### src/rtl/sonic_cmd_mwr_receiver.sv
// sonic_cmd_mwr_receiver
//   Receive side of the command mailbox. It accepts host memory-write TLPs from
//   the PCIe hard-IP RX descriptor/data interface. A write that targets the
//   mailbox offset with the expected length and full byte enables is latched as
//   a 128-bit command (cmd_word = payload[127:64], cmd_arg = payload[63:0]). The
//   command is then held with a pending/ack handshake. Every other TLP is
//   accepted and its payload drained with no command.
//
// Ports
//   clk_in, reset (async, active-high), init (sync clear, same effect as reset)
//   rx_req/rx_sel/rx_desc  descriptor from the core; rx_ack is the accept pulse
//   rx_dfr/rx_dv/rx_data   data phase from the core; rx_ws is the wait state (always 0)
//   cmd_valid/cmd_pending/cmd_word/cmd_arg/cmd_ack  command processor handshake
//
// Optional feature (macro SONIC_CMD_RX_STATS_EN)
//   Adds the cnt_accepted[31:0] and cnt_dropped[31:0] TLP counters.
module sonic_cmd_mwr_receiver #(
  parameter logic [11:0] CMD_OFFSET  = 12'h000,
  parameter int          DATA_DWORDS = 4
) (
  input  logic         clk_in,
  input  logic         reset,
  input  logic         init,
  input  logic         rx_req,
  input  logic         rx_sel,
  input  logic [127:0] rx_desc,
  output logic         rx_ack,
  input  logic         rx_dfr,
  input  logic         rx_dv,
  input  logic [127:0] rx_data,
  output logic         rx_ws,
  output logic         cmd_valid,
  output logic         cmd_pending,
  output logic [63:0]  cmd_word,
  output logic [63:0]  cmd_arg,
`ifdef SONIC_CMD_RX_STATS_EN
  output logic [31:0]  cnt_accepted,
  output logic [31:0]  cnt_dropped,
`endif
  input  logic         cmd_ack
);

  typedef enum logic [1:0] {S_IDLE, S_ACK, S_DATA, S_DONE} state_t;

  state_t       state;
  logic         has_data;   // fmt[1]
  logic [4:0]   tlp_type;
  logic [9:0]   tlp_len;
  logic [3:0]   tlp_fbe;
  logic [3:0]   tlp_lbe;
  logic [11:0]  tlp_addr_lo; // address[11:0], already selected for 3DW/4DW
  logic [8:0]   beat_cnt;
  logic [127:0] staging;

  logic [10:0]  len_round;
  logic [8:0]   exp_beats;
  logic [8:0]   beat_next;
  logic         tlp_match;
  logic         unused_bits;

  // Number of data beats in the TLP; a length of 0 encodes 1024 DW.
  always_comb begin
    len_round = {1'b0, tlp_len} + 11'd3;
    if (tlp_len == 10'd0) begin
      exp_beats = 9'd256;
    end else begin
      exp_beats = len_round[10:2];
    end
  end

  assign beat_next = beat_cnt + 9'd1;

  // Mailbox match, decoded from the latched descriptor.
  always_comb begin
    tlp_match = (tlp_type == 5'b00000) &&
                (tlp_len == DATA_DWORDS[9:0]) &&
                (tlp_fbe == 4'hF) && (tlp_lbe == 4'hF) &&
                (tlp_addr_lo == CMD_OFFSET);
  end

  // Descriptor fields and data-phase signals this block does not need.
  assign unused_bits = ^{rx_dfr, rx_desc[127], rx_desc[119:106], rx_desc[95:72],
                         rx_desc[63:44], rx_desc[31:12], len_round[1:0]};

  // Receive FSM with its registered handshake and command outputs.
  always_ff @(posedge clk_in or posedge reset) begin
    if (reset) begin
      state       <= S_IDLE;
      has_data    <= 1'b0;
      tlp_type    <= 5'd0;
      tlp_len     <= 10'd0;
      tlp_fbe     <= 4'd0;
      tlp_lbe     <= 4'd0;
      tlp_addr_lo <= 12'd0;
      beat_cnt    <= 9'd0;
      staging     <= 128'd0;
      rx_ack      <= 1'b0;
      rx_ws       <= 1'b0;
      cmd_valid   <= 1'b0;
      cmd_pending <= 1'b0;
      cmd_word    <= 64'd0;
      cmd_arg     <= 64'd0;
    end else if (init) begin
      state       <= S_IDLE;
      has_data    <= 1'b0;
      tlp_type    <= 5'd0;
      tlp_len     <= 10'd0;
      tlp_fbe     <= 4'd0;
      tlp_lbe     <= 4'd0;
      tlp_addr_lo <= 12'd0;
      beat_cnt    <= 9'd0;
      staging     <= 128'd0;
      rx_ack      <= 1'b0;
      rx_ws       <= 1'b0;
      cmd_valid   <= 1'b0;
      cmd_pending <= 1'b0;
      cmd_word    <= 64'd0;
      cmd_arg     <= 64'd0;
    end else begin
      rx_ack    <= 1'b0;
      rx_ws     <= 1'b0;
      cmd_valid <= 1'b0;
      if (cmd_pending && cmd_ack) begin
        cmd_pending <= 1'b0;
      end
      case (state)
        S_IDLE: begin
          // A pending command stalls acceptance of the next descriptor.
          if (rx_req && rx_sel && !cmd_pending) begin
            has_data <= rx_desc[126];
            tlp_type <= rx_desc[124:120];
            tlp_len  <= rx_desc[105:96];
            tlp_lbe  <= rx_desc[71:68];
            tlp_fbe  <= rx_desc[67:64];
            // 4DW carries the low address DW in [31:0]; 3DW carries it in [63:32].
            tlp_addr_lo <= rx_desc[125] ? rx_desc[11:0] : rx_desc[43:32];
            rx_ack   <= 1'b1;
            state    <= S_ACK;
          end
        end
        S_ACK: begin
          beat_cnt <= 9'd0;
          if (has_data) begin
            state <= S_DATA;
          end else begin
            state <= S_IDLE;
          end
        end
        S_DATA: begin
          // Only the beat count ends the phase; rx_dfr is not used.
          if (rx_dv) begin
            beat_cnt <= beat_next;
            if (beat_cnt == 9'd0) begin
              staging <= rx_data;
            end
            if (beat_next == exp_beats) begin
              state <= S_DONE;
            end
          end
        end
        S_DONE: begin
          // Placed after the ack clear so a same-cycle cmd_ack loses to the set.
          if (tlp_match) begin
            cmd_word    <= staging[127:64];
            cmd_arg     <= staging[63:0];
            cmd_pending <= 1'b1;
            cmd_valid   <= 1'b1;
          end
          state <= S_IDLE;
        end
        default: begin
          state <= S_IDLE;
        end
      endcase
    end
  end

`ifdef SONIC_CMD_RX_STATS_EN
  // TLP statistics: accepted mailbox writes and everything else.
  always_ff @(posedge clk_in or posedge reset) begin
    if (reset) begin
      cnt_accepted <= 32'd0;
      cnt_dropped  <= 32'd0;
    end else if (init) begin
      cnt_accepted <= 32'd0;
      cnt_dropped  <= 32'd0;
    end else begin
      if ((state == S_DONE) && tlp_match) begin
        cnt_accepted <= cnt_accepted + 32'd1;
      end
      if (((state == S_DONE) && !tlp_match) || ((state == S_ACK) && !has_data)) begin
        cnt_dropped <= cnt_dropped + 32'd1;
      end
    end
  end
`endif

endmodule

### config.mk
export PLATFORM = sky130hd
export DESIGN_NAME = sonic_cmd_mwr_receiver
export DESIGN_NICKNAME = d
export VERILOG_FILES = /design/src/rtl/sonic_cmd_mwr_receiver.sv
export SDC_FILE = /design/constraint.sdc
export NUM_CORES = 1
export LEC_CHECK = 0
export BUFFER_PORTS_ARGS = -buffer_cell sky130_fd_sc_hd__clkbuf_2
export CORE_ASPECT_RATIO = 0.9
export CORE_MARGIN = 2
export CORE_UTILIZATION = 55
export CTS_CLUSTER_SIZE = 24
export DETAILED_ROUTE_END_ITERATION = 6
export MAX_ROUTING_LAYER = met4
export PLACE_DENSITY = 0.95
export SLEW_MARGIN = 40
export SYNTH_ARGS = -nofsm -noshare
export SYNTH_HDL_FRONTEND = slang
export SYNTH_SLANG_ARGS = --single-unit
### constraint.sdc
create_clock -name clk_in -period 19.74 [get_ports clk_in]
set_clock_uncertainty 0.1 [all_clocks]
set_input_delay 1.974 -clock clk_in [delete_from_list [all_inputs] [get_ports clk_in]]
set_output_delay 1.974 -clock clk_in [all_outputs]
set_load 0.01 [all_outputs]
Yosys cells after proc, flatten, opt, wreduce, memory -nomap -nowiden

Cells that the tools add are included.

Multiplexer cells: 49
Add/subtract/negate cells: 2
Reduce and logical (&&, ||, !) cells: 26
Equality and inequality tests: 10

Operator list:

| operator              | count |
|---|---|
| $mux 128              | 4 |
| $mux 64               | 6 |
| $mux 12               | 4 |
| $mux 10               | 3 |
| $mux 9                | 3 |
| $mux 4                | 6 |
| $pmux 9 s2            | 1 |
| $mux 5                | 3 |
| $reduce_bool 2->1     | 7 |
| $mux 1                | 13 |
| $logic_not 12->1      | 1 |
| $add 10x2->11 const B | 1 |
| $eq 10x3->1 const B   | 1 |
| $logic_not 10->1      | 1 |
| $mux 2                | 5 |
| $add 9x1->9 const B   | 1 |
| $eq 9x9->1            | 1 |
| $logic_not 9->1       | 1 |
| $ne 3x3->1 const B    | 3 |
| $eq 4x4->1 const B    | 2 |
| $pmux 2 s4            | 1 |
| $logic_and 1x1->1     | 7 |
| $reduce_and 2->1      | 3 |
| $reduce_and 3->1      | 2 |
| 6 further kinds       | 7 |

Word-level logic and storage cells: 101
Register bits: 306
Output and inout port bits: 132
Input port bits: 264

Logic depth before layout (Yosys ltp)

Word-level depth: 8
Mapped depth: 9
Mapped depth without buffers: 8

Worst setup path before layout

OpenSTA, ideal clock, no wires.

Path kind: in2reg
From: input port rx_dv
To: register staging[100]
Data arrival time: 3.183 ns
Required time: 19.562 ns
Cell stages on the path: 8
Setup slack: 16.379 ns
Path buffers: 3
Setup time: 0.078 ns
Cells stage by stage: nand2b_1 > buf_2 > nor2_1 > and3_1 > clkbuf_1 > clkbuf_1 > nand2_1 > a21oi_1

Word-level cells in the longest chain between the ends: 2

RTL lines:

| element                            | line | text |
|---|---|---|
| start: declaration                 | 29   | `input logic rx_dv,` |
| $reduce_bool 2->1 (no source line) | n/a  |  |
| $reduce_and 3->1 (no source line)  | n/a  |  |
| end signal: assignment             | 154  | `staging <= rx_data;` |
| end: declaration                   | 53   | `logic [127:0] staging;` |

Every way passes these cells.
A chain may end at the register's enable or synchronous reset.

Worst setup path after layout

From: input port init
To: register tlp_fbe[0]

Word-level cells in the longest chain between the ends: 2
Elaborated cells on any way between the ends: 4
Classes of those cells: mux (1); reduce/logical (3)

RTL lines:

| element                            | line | text |
|---|---|---|
| start: declaration                 | 23   | `input logic init,` |
| $reduce_bool 2->1 (no source line) | n/a  |  |
| $reduce_and 2->1 (no source line)  | n/a  |  |
| end signal: assignment             | 134  | `tlp_fbe <= rx_desc[67:64];` |
| end: declaration                   | 49   | `logic [3:0] tlp_fbe;` |

Parallel ways exist; a longest one is shown, timed or not.

==> out/summary.txt <==
Status = finished, final reports clean
Worst setup path class = primary input to flop
Hpwl dp = 19.6 mm
Syn Area/Cell = 10.9 um^2
GPL Wtd Cong = 0.855
Synth Net Count = 1374
Fmax = 0.221 GHz
Vias in the first global route = 9484
Netlist cell types = 45
Number of routed nets with antenna violations = 0
Hold bufs inserted after CTS = 0
Max-cap viol count = 0
Max-slew headroom = 44.1%
Yosys warning total = 0
Initial antenna violation count = 1
Hold crit path type = flop to flop
Num ports = 396
DIE HEIGHT = 145 um
CTS buffer count = 30
Clock tree buffer depth = 3
Worst Path Required = 20060 ps
FF+latch area = 7660 um^2
Reg2reg setup slack = 15940 ps
Post-synth top area cell = dfrtp_1
Drt pass-1 iters = 5
Via count = 9791
Gr usage total = 26.5%
CP Launch Type = primary input
Worst VDD drop = 0.0000653 V
Die W = 161 um
Final Cell Area = 14800 um^2
Post-layout util = 68.3%
FILL cells = 1531
Ranking of synthesized cells by area = dfrtp_1 63%, a22o_1 11%, nand2_1 8.7%, a21oi_1 5.7%, clkbuf_1 1.6%
Worst-path fanout max = 76
Setup bufs post-CTS = 0
Area growth syn-to-layout = 21.9%
H-Tree Depth = 1
Routed vias/inst = 5.80
Max Slew Vio Count = 0
Drt drc = 0
DP Area = 13800 um^2
#FFs+latches synth = 306
WP data arrival = 4850 ps
Setup TNS = 0 ps
Final hold slack = 380 ps
Layout cell share with drive strength beyond 1 = 27.3%
# resized after CTS = 0
Slew @ Worst Pin = 838 ps
Pleak = 7.29 nW
CTS root buffer = clkbuf_16
Grt ovf = 0
Routed WL = 30.9 mm
Final Non-Filler Cells = 1689
Core Region = 21600 um^2
Most frequent cells in the layout = 313 x clkbuf_2, 306 x dfrtp_1, 282 x nand2_1
First-pass GRT wire length = 48.4 mm
Final Critical Period = 4530 ps
DR WL/cell = 18.3 um
Commonest non-fill, non-tap cell in the layout = clkbuf_2
Iteration-0 DRC Markers = 802
Die Footprint = 23300 um^2
Synth Instances = 1108
Multi-input gate area = 4020 um^2
RSZ-0062 raised after global routing = no
Largest net degree at the start of global routing = 166
Row Count = 51
Post-synth top area share = 63.1%
Pwr/cell area = 84.5 nW/um^2
CTS tree = yes
Port buffer count = 314
Worst skew pair latency = 540 ps
# nets final = 1642
DP Cell Count = 1633
Clk sinks = 306
CP Capture Type = flop
Hold Violations, Final = 0
Clk slew on worst S/H paths = 60 ps
Fin crit share = 22.9%
Starting Density = 56.1%
Endpoints failing setup = 0
Seq/Total Area, Yosys = 63.1%
Synthesized area = 12100 um^2
==> metal layers <==
| metal | GRT usage (%) | vias up | share of wire, % |
|---|---|---|---|
| li1 | - | 4419 | - |
| met1 | 34.6 | 4806 | 41 |
| met2 | 43.0 | 503 | 49 |
| met3 | 5.16 | 63 | 7.7 |
| met4 | 7.59 | 0 | 2.8 |
| met5 | - | - | 0 |
==> state kept, by name, indices dropped and copies added, names as in the netlist <==
register     cells
cmd_word        64
beat_cnt         9
cmd_pending      1
tlp_type         5
tlp_addr_lo     12
rx_ack           1
staging        128
tlp_len         10
has_data         1
state            2
cmd_valid        1
tlp_lbe          4
tlp_fbe          4
cmd_arg         64
==> cell families (layout without fill, tap and decap cells) <==
family | after synthesis | count (layout) | share of synthesized area [%]
buf+inv | 96 | 385 | 3.94
flops | 306 | 306 | 63.1
mux | 13 | 13 | 1.07
fa+ha+maj | 2 | 2 | 0.206
xor+xnor | 16 | 16 | 1.16
other cells | 1 | 2 | 0.0309
compound gates | 330 | 330 | 18.7
simple gates | 344 | 344 | 11.7
==> per-stage QoR <==
step	setup WS, ps	power, mW
floorplan	9210	0.679
global placement	14550	0.707
detailed placement	14480	0.708
CTS	15040	1.26
global route	15020	1.29
finish	15210	1.25
==> cell usage after synthesis <==
master and count:
dfrtp_1 306, nand2_1 282, a22o_1 153, a21oi_1 138
clkbuf_1 51, buf_2 25, o21ai_0 22, nor2_1 16
mux2i_1 13, xnor2_1 13, buf_6 11, nand3_1 8
inv_1 6, a22oi_1 5, nor4_1 5, and3_1 4
nand4_1 4, nor3_1 4, a31oi_1 3, nor2b_1 3
nor3b_1 3, o31ai_1 3, or3_1 3, xor2_1 3
ha_1 2, nand4b_1 2, or4_1 2, a2111oi_0 1
and2b_1 1, buf_1 1, buf_4 1, clkinv_1 1
conb_1 1, nand2b_1 1, nand3b_1 1, nand4bb_1 1
nor4_2 1, nor4b_1 1, nor4bb_1 1, o2111a_1 1
o2111ai_1 1, o21a_1 1, o221ai_1 1, o22ai_1 1
or2_2 1
==> where the power goes <==
group	switching, mW	internal (mW)
sequential	0.00476	0.632
clock	0.234	0.318
combinational	0.0375	0.0230
total	0.276	0.973
==> critical path, cell delays in order <==
cell and delay (ps):
buf_4 560, buf_6 580, or3_1 470, clkinv_1 670
a22o_1 450
==> cell type report <==
cell class / instances / area share, %
Multi-Input combinational cell: 706 / 27.2
Clock inverter: 11 / 0.677
Antenna cell: 1 / 0.0169
Inverter: 7 / 0.262
Timing Repair Buffer: 325 / 11.7
Sequential cell: 306 / 51.8
Tap cell: 291 / 2.46
Clock buffer: 42 / 5.86
==> worst paths after layout <==
check,start,depth (start not counted),end
max in group asynchronous,reset,4,cmd_word[11]
worst min-delay path,tlp_addr_lo[2],2,tlp_addr_lo[2]
worst min register to register,tlp_addr_lo[2],2,tlp_addr_lo[2]
worst max register to register,state[0],7,cmd_arg[59]
min in group asynchronous,reset,2,cmd_word[50]
worst max-delay path,init,5,tlp_fbe[0]
Power figures use the tool's default switching activity.
